**src/rtl/serial_subtractor.sv**
```systemverilog
// Bit-serial unsigned subtractor: res = x - y, one full-subtractor step per clock, LSB first.
// Optional signed-overflow output ovf is enabled with `define SERIAL_SUBTRACTOR_OVF_EN.
module serial_subtractor #(
   parameter int unsigned WIDTH = 8
) (
   input  logic             clk,
   input  logic             rst,
   input  logic             start,
   input  logic [WIDTH-1:0] x,
   input  logic [WIDTH-1:0] y,
   output logic [WIDTH-1:0] res,
   output logic             bout,
   output logic             busy,
   output logic             done
`ifdef SERIAL_SUBTRACTOR_OVF_EN
   ,
   output logic             ovf
`endif
);

   localparam int unsigned CntW = $clog2(WIDTH) + 1;

   typedef enum logic [1:0] {StIdle, StShift, StDone} state_e;

   state_e           state_q, state_d;
   logic [WIDTH-1:0] xs_q, xs_d;
   logic [WIDTH-1:0] ys_q, ys_d;
   logic [WIDTH-1:0] acc_q, acc_d;
   logic             borrow_q, borrow_d;
   logic [CntW-1:0]  cnt_q, cnt_d;
   logic [WIDTH-1:0] res_q, res_d;
   logic             bout_q, bout_d;

   logic bit_a, bit_b, diff, borrow_next, last_step;

`ifdef SERIAL_SUBTRACTOR_OVF_EN
   // Operand sign bits are kept because the working registers shift them out.
   logic xm_q, xm_d;
   logic ym_q, ym_d;
   logic ovf_q, ovf_d;
`endif

   always_comb begin
      bit_a       = xs_q[0];
      bit_b       = ys_q[0];
      diff        = bit_a ^ bit_b ^ borrow_q;
      borrow_next = (~bit_a & bit_b) | (~(bit_a ^ bit_b) & borrow_q);
      last_step   = (cnt_q == CntW'(WIDTH - 1));
   end

   always_comb begin
      state_d  = state_q;
      xs_d     = xs_q;
      ys_d     = ys_q;
      acc_d    = acc_q;
      borrow_d = borrow_q;
      cnt_d    = cnt_q;
      res_d    = res_q;
      bout_d   = bout_q;
`ifdef SERIAL_SUBTRACTOR_OVF_EN
      xm_d     = xm_q;
      ym_d     = ym_q;
      ovf_d    = ovf_q;
`endif
      unique case (state_q)
         StIdle: begin
            if (start) begin
               xs_d     = x;
               ys_d     = y;
               acc_d    = '0;
               borrow_d = 1'b0;
               cnt_d    = '0;
               state_d  = StShift;
`ifdef SERIAL_SUBTRACTOR_OVF_EN
               xm_d     = x[WIDTH-1];
               ym_d     = y[WIDTH-1];
`endif
            end
         end
         StShift: begin
            xs_d     = xs_q >> 1;
            ys_d     = ys_q >> 1;
            acc_d    = {diff, acc_q[WIDTH-1:1]};
            borrow_d = borrow_next;
            cnt_d    = cnt_q + 1'b1;
            if (last_step) begin
               // diff is the result MSB on the final step
               res_d   = {diff, acc_q[WIDTH-1:1]};
               bout_d  = borrow_next;
               state_d = StDone;
`ifdef SERIAL_SUBTRACTOR_OVF_EN
               ovf_d   = (xm_q != ym_q) && (diff != xm_q);
`endif
            end
         end
         StDone: begin
            state_d = StIdle;
         end
         default: begin
            state_d = StIdle;
         end
      endcase
   end

   always_ff @(posedge clk or posedge rst) begin
      if (rst) begin
         state_q  <= StIdle;
         xs_q     <= '0;
         ys_q     <= '0;
         acc_q    <= '0;
         borrow_q <= 1'b0;
         cnt_q    <= '0;
         res_q    <= '0;
         bout_q   <= 1'b0;
      end else begin
         state_q  <= state_d;
         xs_q     <= xs_d;
         ys_q     <= ys_d;
         acc_q    <= acc_d;
         borrow_q <= borrow_d;
         cnt_q    <= cnt_d;
         res_q    <= res_d;
         bout_q   <= bout_d;
      end
   end

`ifdef SERIAL_SUBTRACTOR_OVF_EN
   always_ff @(posedge clk or posedge rst) begin
      if (rst) begin
         xm_q  <= 1'b0;
         ym_q  <= 1'b0;
         ovf_q <= 1'b0;
      end else begin
         xm_q  <= xm_d;
         ym_q  <= ym_d;
         ovf_q <= ovf_d;
      end
   end

   assign ovf = ovf_q;
`endif

   assign res  = res_q;
   assign bout = bout_q;
   assign busy = (state_q == StShift);
   assign done = (state_q == StDone);

endmodule

```
**config.mk**
```make
export PLATFORM = sky130hd
export DESIGN_NAME = serial_subtractor
export DESIGN_NICKNAME = d
export VERILOG_FILES = /design/src/rtl/serial_subtractor.sv
export SDC_FILE = /design/constraint.sdc
export NUM_CORES = 1
export LEC_CHECK = 0
export BUFFER_PORTS_ARGS = -buffer_cell sky130_fd_sc_hd__buf_2
export CORE_MARGIN = 2
export CORE_UTILIZATION = 30
export CTS_CLUSTER_DIAMETER = 50
export DETAILED_ROUTE_END_ITERATION = 10
export GPL_TIMING_DRIVEN = 1
export HOLD_SLACK_MARGIN = 0.15
export PLACE_DENSITY_LB_ADDON = 0.12
export SYNTH_ARGS = -nofsm -noshare
export SYNTH_HDL_FRONTEND = slang
export SYNTH_SLANG_ARGS = --single-unit
export TNS_END_PERCENT = 100
```
**constraint.sdc**
```tcl
create_clock -name clk -period 2.9 [get_ports clk]
set_clock_uncertainty 0.15 [all_clocks]
set_input_delay 0.145 -clock clk [delete_from_list [all_inputs] [get_ports clk]]
set_output_delay 0.145 -clock clk [all_outputs]
set_load 0.01 [all_outputs]
```
# Word level (Yosys, flattened, before mapping)
# Cells that the tools add are included.
# Widths: inputs -> output; s select.
[word_totals] reg_bits=40 in_bits=19 out_inout_bits=11 wordCells=39
[op_classes] n_addsub=1 n_eq_ne=5 n_mux=13 bitwise=7 reduce_logical=5
[op_table] cell="$pmux 8 s2" n=3
[op_table] cell="$mux 8" n=3
[op_table] cell="$pmux 4 s2" n=1
[op_table] cell="$reduce_and 2->1" n=3
[op_table] cell="$add 4x1->4 const B" n=1
[op_table] cell="$eq 4x3->1 const B" n=1
[op_table] cell="$mux 2" n=2
[op_table] cell="$mux 4" n=1
[op_table] cell="$pmux 2 s2" n=1
[op_table] cell="$and 1x1->1" n=2
[op_table] cell="$eq 2x1->1 const B" n=1
[op_table] cell="$eq 2x2->1 const B" n=1
[op_table] cell="$logic_not 2->1" n=1
[op_table] cell="$ne 2x1->1 const B" n=1
[op_table] cell="$ne 2x2->1 const B" n=1
[op_table] cell="$not 1->1" n=2
[op_table] cell="$pmux 1 s2" n=1
[op_table] cell="$reduce_bool 2->1" n=1
[op_table] cell="$xor 1x1->1" n=2
[op_table] cell="$mux 1" n=1
[op_table] cell="$or 1x1->1" n=1

# Depth between registers and ports, before layout
# Gate-level depths: netlist of the first run.
[logic_depth] word_depth=5 depth_mapped=5 ltp_nobuf=4

# Least setup slack after synthesis of the first run
# OpenSTA, ideal clock, no wires.
[synth_path] path_type="register to register" from="register cnt_q[0]" to="register res_q[3], in the netlist res[3]" setup_time_ns=0.125 arrival_ns=1.393 required_time_ns=2.625 setup_slack_ns=1.232 path_stages_with_launch=5 n_path_buf=0 synth_period_minus_slack_ns=1.668 cell_sequence="dfrtp_1 ha_1 nand2_1 nor3_4 mux2_2"
[synth_via] elab_chain_cells=2
[synth_lines] element="start, declared" line_no="30" source="logic [CntW-1:0] cnt_q, cnt_d;"
[synth_lines] element="start signal, assigned" line_no="121" source="cnt_q <= cnt_d;"
[synth_lines] element="$eq 4x3->1" line_no="48" source="last_step = (cnt_q == CntW'(WIDTH - 1));"
[synth_lines] element="$reduce_and 2->1 (no line)"
[synth_lines] element="end signal, assigned" line_no="122" source="res_q <= res_d;"
[synth_lines] element="end, declared" line_no="31" source="logic [WIDTH-1:0] res_q, res_d;"
# Every way passes these cells.
# A chain may end at the register's enable or synchronous reset.

# Final worst setup path of the first run
[layout_path] from="register state_q[0]" to="register borrow_q"
[layout_via] elab_chain_cells=3 elab_cells_between_ends=6 classes_between="eq/ne: 2; mux: 1; reduce/logical: 3"
[layout_lines] element="start, declared" line_no="25" source="state_e state_q, state_d;"
[layout_lines] element="start signal, assigned" line_no="107" source="state_q <= StIdle;"
[layout_lines] element="start signal, assigned" line_no="116" source="state_q <= state_d;"
[layout_lines] element="$eq 2x1->1 / $logic_not 2->1 (equally long branches)" line_no="65" source="unique case (state_q)"
[layout_lines] element="$reduce_bool 2->1 (no line) / $ne 2x2->1 (equally long branches)"
[layout_lines] element="$reduce_and 2->1 (no line)"
[layout_lines] element="end signal, assigned" line_no="120" source="borrow_q <= borrow_d;"
[layout_lines] element="end, declared" line_no="29" source="logic borrow_q, borrow_d;"
# Parallel ways exist; a longest one is shown, timed or not.

==> results of run 1 <==
-- registers in the layout, indices dropped and copies added, names as in the netlist --
register  count
ys_q          8
xs_q          8
acc_q         7
borrow_q      1
cnt_q         4
res           8
state_q       2
bout          1
-- through the flow --
step                      cells  power (W)  area [um2]
after floorplan             147    0.00132        1690
after global placement      243    0.00152        1920
after detailed placement    243    0.00153        1920
after CTS                   265    0.00201        2180
after global routing        265    0.00213        2180
final                       265    0.00198        2180
-- power breakdown --
| part | internal (W) | switching [W] |
|---|---|---|
| Sequential | 0.000752 | 0.000155 |
| Combinational | 0.000306 | 0.000301 |
| Clock | 0.000278 | 0.000188 |
-- per-layer routing --
layer / global-route usage / vias to the layer above / share of wire
li1: - / 613 / -
met1: 0.156 / 563 / 0.49
met2: 0.176 / 24 / 0.45
met3: 0.0341 / 7 / 0.041
met4: 0.0621 / 0 / 0.022
met5: 0 / - / 0
-- final timing paths --
check | start | end | slack [ps]
worst max-delay path | state_q[0] | borrow_q | 950
worst min-delay path | y[5] | ys_q[5] | 160
worst max register to register | state_q[0] | borrow_q | 950
worst min register to register | res[2] | res[2] | 330
max in group asynchronous | rst | cnt_q[0] | 1890
min in group asynchronous | rst | acc_q[4] | 360
-- synthesized netlist by cell type, drive strengths merged --
cell type / count / area, um2
a21oi: 15 / 75.1
a22o: 11 / 96.3
a31oi: 1 / 6.26
a41oi: 1 / 8.76
and3b: 14 / 123
buf: 4 / 20.0
clkbuf: 4 / 15.0
dfrtp: 39 / 976
fa: 1 / 20.0
ha: 1 / 12.5
inv: 6 / 22.5
mux2: 8 / 90.1
mux2i: 2 / 20.0
nand2: 16 / 60.1
nand2b: 2 / 20.0
nand3: 1 / 5.00
nor2: 1 / 3.75
nor2b: 1 / 6.26
nor3: 1 / 16.3
nor3b: 1 / 7.51
o21ai: 14 / 70.1
o21bai: 1 / 7.51
o22ai: 2 / 12.5
-- layout make-up --
type	instances	area, um2	area share
repair buffers	46	308	0.141
well taps	72	90.1	0.0414
flip-flops and latches	39	976	0.448
multi-input cells	94	664	0.305
clock inverters	2	35.0	0.0161
inverters	6	22.5	0.0103
clock buffers	6	82.6	0.0379
-- worst register-to-register path, stage by stage, from the launching register on --
cell	delay [ps]
dfrtp_1	540
o21bai_2	610
buf_4	320
inv_1	90
o22ai_1	150
-- kinds of logic after synthesis --
logic type / Yosys count
buffers and inverters: 14
AO/OA/AOI/OAI: 45
AND/OR/NAND/NOR: 37
adder cells (fa/ha/maj): 2
multiplexers: 10
flip-flops: 39
-- timing repair --
| action | in CTS | in global routing |
|---|---|---|
| setup buffers | 0 | 0 |
| endpoints found under the hold margin | 52 | 0 |
| hold buffers | 14 | 0 |
==> flow_metrics.py, run 1 <==
metrics = {
    "outcome": {
        "status": "completed",
    },
    "global_routing": {
        "grt_usage": 0.118,
        "grt_overflow": 0,
        "grt_pass1_wl_um": 5690,
        "antenna_found_initial": 0,
        "grt_pass1_vias": 1187,
        "grt_max_degree": 40,
    },
    "timing": {
        "max_freq_ghz": 0.513,
        "worst_slack_ps": 952,
        "drv_slew": 0,
        "maxSlewHeadroom": 0.567,
        "rsz0062_at_grt": "false",
        "fin_crit_ps": 1950,
        "setup_viol": 0,
        "layout_worst_path_cycle_share": 0.672,
        "hold_viol_final": 0,
        "fin_tns_setup_ps": 0,
        "holdWs_ps": 162,
        "tightestPinTransition_ps": 650,
    },
    "clock_tree": {
        "htree_levels": 2,
        "cts_resized": 0,
        "clkLatencyLatePin_ps": 290,
        "cts.sinks": 39,
        "cts-root-buf": "clkbuf_8",
        "numCtsBuffers": 5,
        "clkSlewWorstSetupHoldPaths_ps": 80,
        "cts_tree": "yes",
        "clock_path_buffers": 2,
    },
    "detailed_routing": {
        "dr.pass1.iters": 4,
        "via_count": 1207,
        "viasPerCell": 4.55,
        "drt-total-wl_um": 3340,
        "ant_nets": 0,
        "drc": 0,
        "routedWlPerCell_um": 12.6,
        "drt_iter0_drc": 53,
    },
    "run": {
        "drv_cap": 0,
    },
    "synthesis": {
        "synthMuxAreaShare": 0.0650,
        "synthCells": 147,
        "synth-seq-cells": 39,
        "syn_area_um2": 1690,
        "ys_warn_count": 0,
        "seq_area_frac_synth": 0.576,
        "synth_compound_area_frac": 0.163,
        "synth_top_family_by_area": "compound AO/OA/AOI/OAI gates",
        "synth_xor_area_frac": 0,
        "synthSimpleGateAreaFrac": 0.143,
        "synth_cell_types": 26,
        "synthAdderAreaFrac": 0.0192,
        "syn-num-nets": 168,
        "synth_area_per_cell_um2": 11.5,
    },
    "layout": {
        "drive_gt1_frac": 0.249,
        "area_growth_pct": 28.6,
        "layout_commonest_cell": "dfrtp_1",
        "fin_util": 0.398,
        "final_cell_mix": "dfrtp_1, buf_2, nand2_1, a21oi_1",
        "fill_cells": 561,
        "antenna_cells": 0,
        "finalNetCount": 213,
    },
    "die": {
        "start_util": 0.310,
        "design.die.area_um2": 6260,
        "core_area_um2": 5470,
        "die_h_um": 79.1,
        "die_w_um": 79.1,
        "pin_count": 30,
        "num_rows": 27,
    },
    "power_and_ir_drop": {
        "power.density_nw_per_um2": 909,
        "ir_drop_v": 0.000299,
        "cellLeakagePower_nw": 1.08,
    },
    "worst_setup_path": {
        "end_kind": "flip-flop",
        "cp.depth": 4,
        "cp_top_family": "compound AO/OA/AOI/OAI gates",
        "arrival_ps": 2010,
        "r2r_cells": 4,
        "critical_path.max_fanout": 15,
        "cp.buffers_inverters": 2,
        "slowest_delay_ps": 610,
        "slowest_stage": "o21bai_2",
        "worstPathRequired_ps": 2960,
        "start_kind": "flip-flop",
        "critPathKind": "reg -> reg",
        "path_cells": "o21bai_2, buf_4, inv_1, o22ai_1",
    },
    "placed_design": {
        "io_buffers": 29,
        "finalWeightedCongestion": 0.757,
        "hpwl_um": 2220,
        "pre_cts_slack_ps": 939,
    },
    "min_path": {
        "hp-class": "in -> reg",
        "hold_path_depth": 4,
    },
}
Power figures use the tool's default switching activity.
==> inputs of run 2 (changes only) <==
--- a/config.mk
+++ b/config.mk
@@ -5,6 +5,7 @@
 export SDC_FILE = /design/constraint.sdc
 export NUM_CORES = 1
 export LEC_CHECK = 0
+export ABC_AREA = 1
 export BUFFER_PORTS_ARGS = -buffer_cell sky130_fd_sc_hd__buf_2
 export CORE_MARGIN = 2
 export CORE_UTILIZATION = 30
==> constraint.sdc (replaced) <==
create_clock -name clk -period 1.7 [get_ports clk]
set_clock_uncertainty 0.15 [all_clocks]
set_input_delay 0.085 -clock clk [delete_from_list [all_inputs] [get_ports clk]]
set_output_delay 0.085 -clock clk [all_outputs]
set_load 0.01 [all_outputs]
==> run 2 against run 1 <==
Net effect:
- critical endpoint is now busy
- sequential share of layout area is 0.25 points lower
- non-clock buffer count is 7 higher
- critical path depth grew 1
- synthesized cell count grew 28%
- combinational power grew 110%
- die area down 1.1%
- clock-buffer cell count did not move
- sequential power up 74%
- worst hold slack improved by 150 ps
- clock power rose by 58%
==> flow_metrics.py, run 2 <==
metrics = {
    "layout": {
        "final_cell_mix": "nand2_1, nand3_1, dfrtp_1, buf_2, dlygate4sd3_1",
        "antenna_cells": 0,
        "drive_gt1_frac": 0.208,
        "layout_commonest_cell": "nand2_1",
        "area_growth_pct": 31.0,
        "finalNetCount": 261,
    },
    "die": {
        "pin_count": 30,
        "core_area_um2": 5440,
        "die_h_um": 78.7,
        "design.die.area_um2": 6190,
        "start_util": 0.308,
        "die_w_um": 78.7,
        "num_rows": 27,
    },
    "timing": {
        "maxSlewHeadroom": 0.659,
        "rsz0062_at_grt": "false",
        "fin_tns_setup_ps": 0,
        "fin_crit_ps": 1590,
        "hold_viol_final": 0,
        "max_freq_ghz": 0.628,
        "worst_slack_ps": 108,
        "drv_slew": 0,
        "tightestPinTransition_ps": 512,
        "layout_worst_path_cycle_share": 0.937,
        "setup_viol": 0,
    },
    "synthesis": {
        "seq_area_frac_synth": 0.583,
        "synthCells": 188,
        "yosysMostFrequentCell": "nand2_1",
        "synth_cell_types": 20,
        "synth_common_cells": "nand2_1, dfrtp_1, nand3_1",
        "synth_top_area_cell": "dfrtp_1",
        "synth_area_per_cell_um2": 8.90,
        "ys.flop_type": "dfrtp_1",
        "synthArstFlopShare": 1.00,
        "ys_warn_count": 0,
        "syn-num-nets": 209,
        "synth-edff-count": 0,
        "netlist.area_leader.share": 0.583,
        "yosys-top-cells-area": "dfrtp_1, nand2_1, nand3_1",
        "synth-seq-cells": 39,
        "syn_area_um2": 1670,
    },
    "worst_setup_path": {
        "r2r_slack_ps": 270,
        "start_kind": "flip-flop",
        "arrival_ps": 1360,
        "cp_top_family": "buffers and inverters",
        "reg2reg_from": "cnt_q[0]",
        "end_kind": "output pin",
        "cp.buffers_inverters": 4,
        "critical_path.max_fanout": 14,
        "critPathKind": "reg -> out",
        "worstPathRequired_ps": 1460,
        "r2r_end": "res[3]",
        "path_cells": "inv_2, nand2_4, inv_4, buf_4, buf_2",
        "slowest_delay_ps": 370,
        "r2r_cells": 6,
        "slowest_stage": "dfrtp_1",
    },
    "placed_design": {
        "pre_cts_slack_ps": 174,
        "hpwl_um": 2320,
        "io_buffers": 29,
        "finalWeightedCongestion": 0.671,
    },
    "detailed_routing": {
        "ant_nets": 0,
        "drc": 0,
        "drt_iter0_drc": 74,
        "viasPerCell": 4.31,
        "via_count": 1346,
        "dr.pass1.iters": 4,
        "drt-total-wl_um": 3640,
        "routedWlPerCell_um": 11.7,
    },
    "global_routing": {
        "antenna_found_initial": 0,
        "grt_pass1_vias": 1347,
        "grt_overflow": 0,
        "grt_pass1_wl_um": 6470,
        "grt_max_degree": 40,
        "grt_usage": 0.134,
    },
    "outcome": {
        "status": "completed",
    },
    "clock_tree": {
        "clkLatencyLatePin_ps": 290,
        "clock_path_buffers": 2,
        "numCtsBuffers": 5,
        "post_cts_buffers": 0,
        "cts_tree": "yes",
        "clkSlewWorstSetupHoldPaths_ps": 70,
        "cts.sinks": 39,
        "htree_levels": 2,
        "cts-root-buf": "clkbuf_8",
    },
    "power_and_ir_drop": {
        "cellLeakagePower_nw": 1.11,
        "ir_drop_v": 0.000662,
        "power.density_nw_per_um2": 1650,
    },
    "min_path": {
        "hp-class": "in -> async",
    },
    "run": {
        "drv_cap": 0,
    },
}
## run 2: changes by cell type after synthesis, moves of 11 or more
cell     delta
nand2_1    +53
nand3_1    +37
a21oi_1    -14
and3b_1    -14
o21ai_0    -12
a22o_1     -11
## run 2: through the flow
step,hold WS (ps),std cells,power (W),utilization,cell area (um2)
after global placement,91.4,287,0.00287,0.349,1900
after CTS,318,312,0.00367,0.403,2190
after detailed placement,93.2,287,0.00287,0.349,1900
after floorplan,44.6,188,0.00251,-,1670
after global routing,354,312,0.00397,0.403,2190
final,312,312,0.00362,0.403,2190
## run 2: kinds of logic (layout without fill, tap and decap cells)
family,Yosys count,in the layout,synth area share
compound gates,10,10,0.0351
buf+inv,20,72,0.0598
simple gates,117,117,0.303
fa+ha+maj,2,2,0.0194
flops,39,39,0.583
## run 2: layout make-up
type / count / area (um2)
clock inverters: 1 / 30.0
multi-input cells: 129 / 606
flip-flops and latches: 39 / 977
inverters: 12 / 47.5
clock buffers: 6 / 72.6
fillers: 575 / 3250
repair buffers: 53 / 370
well taps: 72 / 90.1
## run 2: repair_timing
| item | 4_1_cts | 5_1_grt |
|---|---|---|
| hold buffers | 18 | 0 |
| resized for setup | 2 | 2 |
| hold endpoints to repair | 55 | 0 |
| endpoints found under the setup margin | 1 | 5 |
| cloned | 0 | 0 |
## run 2: power breakdown
| part | switching, W | internal (W) | total [W] |
|---|---|---|---|
| registers | 0.000240 | 0.00134 | 0.00158 |
| clock network | 0.000308 | 0.000430 | 0.000738 |
| logic | 0.000775 | 0.000528 | 0.00130 |
| total | 0.00132 | 0.00229 | 0.00362 |
## run 2: worst max path at each step
stage,startpoint,end,slack [ps],depth (start not counted)
2_1_floorplan,cnt_q[0],res[7],410,6
3_3_place_gp,cnt_q[0],res[3],170,6
3_5_place_dp,cnt_q[0],res[3],170,6
4_1_cts,state_q[0],busy,60,4
5_1_grt,state_q[1],busy,8,5
6_report,state_q[1],busy,110,5
## run 2: layer usage
layer	up-vias	global-route usage	part of all wire
li1	709	-	-
met1	603	0.186	0.49
met2	28	0.203	0.46
met3	6	0.0352	0.038
met4	0	0.0474	0.014
met5	-	0	0
## run 2: worst min-delay path, stage by stage
cell,delay [ps]
dlygate4sd3_1,530
buf_2,120
inv_1,40
buf_4,430
==> inputs of run 3 (changes only) <==
--- a/config.mk
+++ b/config.mk
@@ -13,7 +13,6 @@
 export DETAILED_ROUTE_END_ITERATION = 10
 export GPL_TIMING_DRIVEN = 1
 export HOLD_SLACK_MARGIN = 0.15
-export PLACE_DENSITY_LB_ADDON = 0.12
 export SYNTH_ARGS = -nofsm -noshare
 export SYNTH_HDL_FRONTEND = slang
 export SYNTH_SLANG_ARGS = --single-unit
==> run 3 against run 2 <==
Net effect:
- wire length decreased by 5.6%
- cell area shrank 1.8%
- core utilization decreased by 0.74 points
- critical endpoint unchanged
- largest power group unchanged
==> flow_metrics.py, run 3 (synthesis gave the netlist of run 2 again) <==
metrics = {
    "die": {
        "num_rows": 27,
        "pin_count": 30,
        "die_h_um": 78.7,
        "core_area_um2": 5440,
        "start_util": 0.308,
        "die_w_um": 78.7,
        "design.die.area_um2": 6190,
    },
    "global_routing": {
        "grt_usage": 0.125,
        "antenna_found_initial": 0,
        "grt_overflow": 0,
        "grt_pass1_wl_um": 6070,
        "grt_max_degree": 40,
        "grt_pass1_vias": 1370,
    },
    "timing": {
        "worst_slack_ps": 167,
        "holdWs_ps": 301,
        "rsz0062_at_grt": "false",
        "hold_viol_final": 0,
        "drv_slew": 0,
        "tightestPinTransition_ps": 483,
        "layout_worst_path_cycle_share": 0.902,
        "setup_viol": 0,
        "fin_crit_ps": 1530,
        "maxSlewHeadroom": 0.678,
        "max_freq_ghz": 0.652,
        "fin_tns_setup_ps": 0,
    },
    "layout": {
        "layout_commonest_cell": "nand2_1",
        "final_cell_mix": "nand2_1, dfrtp_1, nand3_1, buf_2, dlygate4sd3_1",
        "antenna_cells": 0,
        "finalNetCount": 260,
        "drive_gt1_frac": 0.196,
        "area_growth_pct": 28.6,
        "final_cell_count_no_fill": 312,
    },
    "run": {
        "drv_cap": 0,
    },
    "clock_tree": {
        "clkLatencyLatePin_ps": 290,
        "cts_tree": "yes",
        "cts-root-buf": "clkbuf_8",
        "clkSlewWorstSetupHoldPaths_ps": 70,
        "htree_levels": 2,
        "cts_resized": 0,
        "clock_path_buffers": 2,
        "cts_hold_buffers": 18,
        "numCtsBuffers": 5,
        "post_cts_buffers": 0,
        "cts.sinks": 39,
    },
    "worst_setup_path": {
        "end_kind": "output pin",
        "critical_path.max_fanout": 21,
        "r2r_slack_ps": 230,
        "start_kind": "flip-flop",
        "critPathKind": "reg -> out",
        "arrival_ps": 1300,
        "worstPathRequired_ps": 1460,
    },
    "placed_design": {
        "place_inst": 286,
        "hpwl_um": 2090,
        "pre_cts_slack_ps": 223,
        "io_buffers": 29,
        "finalWeightedCongestion": 0.688,
    },
    "detailed_routing": {
        "routedWlPerCell_um": 11.0,
        "viasPerCell": 4.47,
        "via_count": 1395,
        "wl_met3_um": 133,
        "drt_iter0_drc": 73,
        "wl_met1_um": 1660,
        "drt-total-wl_um": 3440,
        "dr.pass1.iters": 4,
        "ant_nets": 0,
        "drc": 0,
        "wl_met2_um": 1580,
        "dr.max_layer_used": "met4",
    },
    "power_and_ir_drop": {
        "cellLeakagePower_nw": 1.09,
        "ir_drop_v": 0.000743,
        "power.density_nw_per_um2": 1600,
    },
    "min_path": {
        "hp-class": "in -> async",
    },
    "outcome": {
        "status": "completed",
    },
}
[run 3: cell types whose count changed in the layout (fill, tap and decap cells not counted), sizes merged]
cell	before	now
clkinv	0	1
clkbuf	6	7
bufinv	1	0
buf	35	34
[run 3: report_power, final]
| part | internal, W | total (W) | switching (W) |
|---|---|---|---|
| clock | 0.000288 | 0.000598 | 0.000311 |
| combinational | 0.000514 | 0.00126 | 0.000747 |
| sequential | 0.00133 | 0.00158 | 0.000244 |
[run 3: layer usage]
layer,GRT usage,up-vias
li1,-,706
met2,0.211,32
met5,0,-
met4,0.0579,0
met3,0.0307,6
met1,0.151,651
[run 3: critical path, cell delays in order (launching register included)]
cell and delay (ps):
dfrtp_1 420, nand2_2 110, inv_2 70, buf_4 230, buf_2 170
[run 3: layout make-up]
| type | count | area (um2) |
|---|---|---|
| Multi-Input combinational cell | 129 | 598 |
| Timing Repair Buffer | 52 | 363 |
| Tap cell | 72 | 90.1 |
| Clock inverter | 1 | 5.00 |
| Clock buffer | 7 | 76.3 |
| Sequential cell | 39 | 976 |
| Inverter | 12 | 45.0 |
| Fill cell | 550 | 3290 |
[run 3: final timing paths]
check,from,to,cells after the start
max,state_q[0],busy,4
min,rst,bout,4
max reg2reg,cnt_q[0],res[7],6
min reg2reg,acc_q[4],res[3],2
max in group asynchronous,rst,res[5],4
min in group clk,acc_q[4],res[3],2
[run 3: through the flow]
step | utilization | instance area (um2) | power, W
6_report | 0.396 | 2150 | 0.00344
5_1_grt | 0.396 | 2150 | 0.00376
4_1_cts | 0.396 | 2150 | 0.00347
3_5_place_dp | 0.348 | 1890 | 0.00284
3_3_place_gp | 0.348 | 1890 | 0.00282
2_1_floorplan | - | 1670 | 0.00251
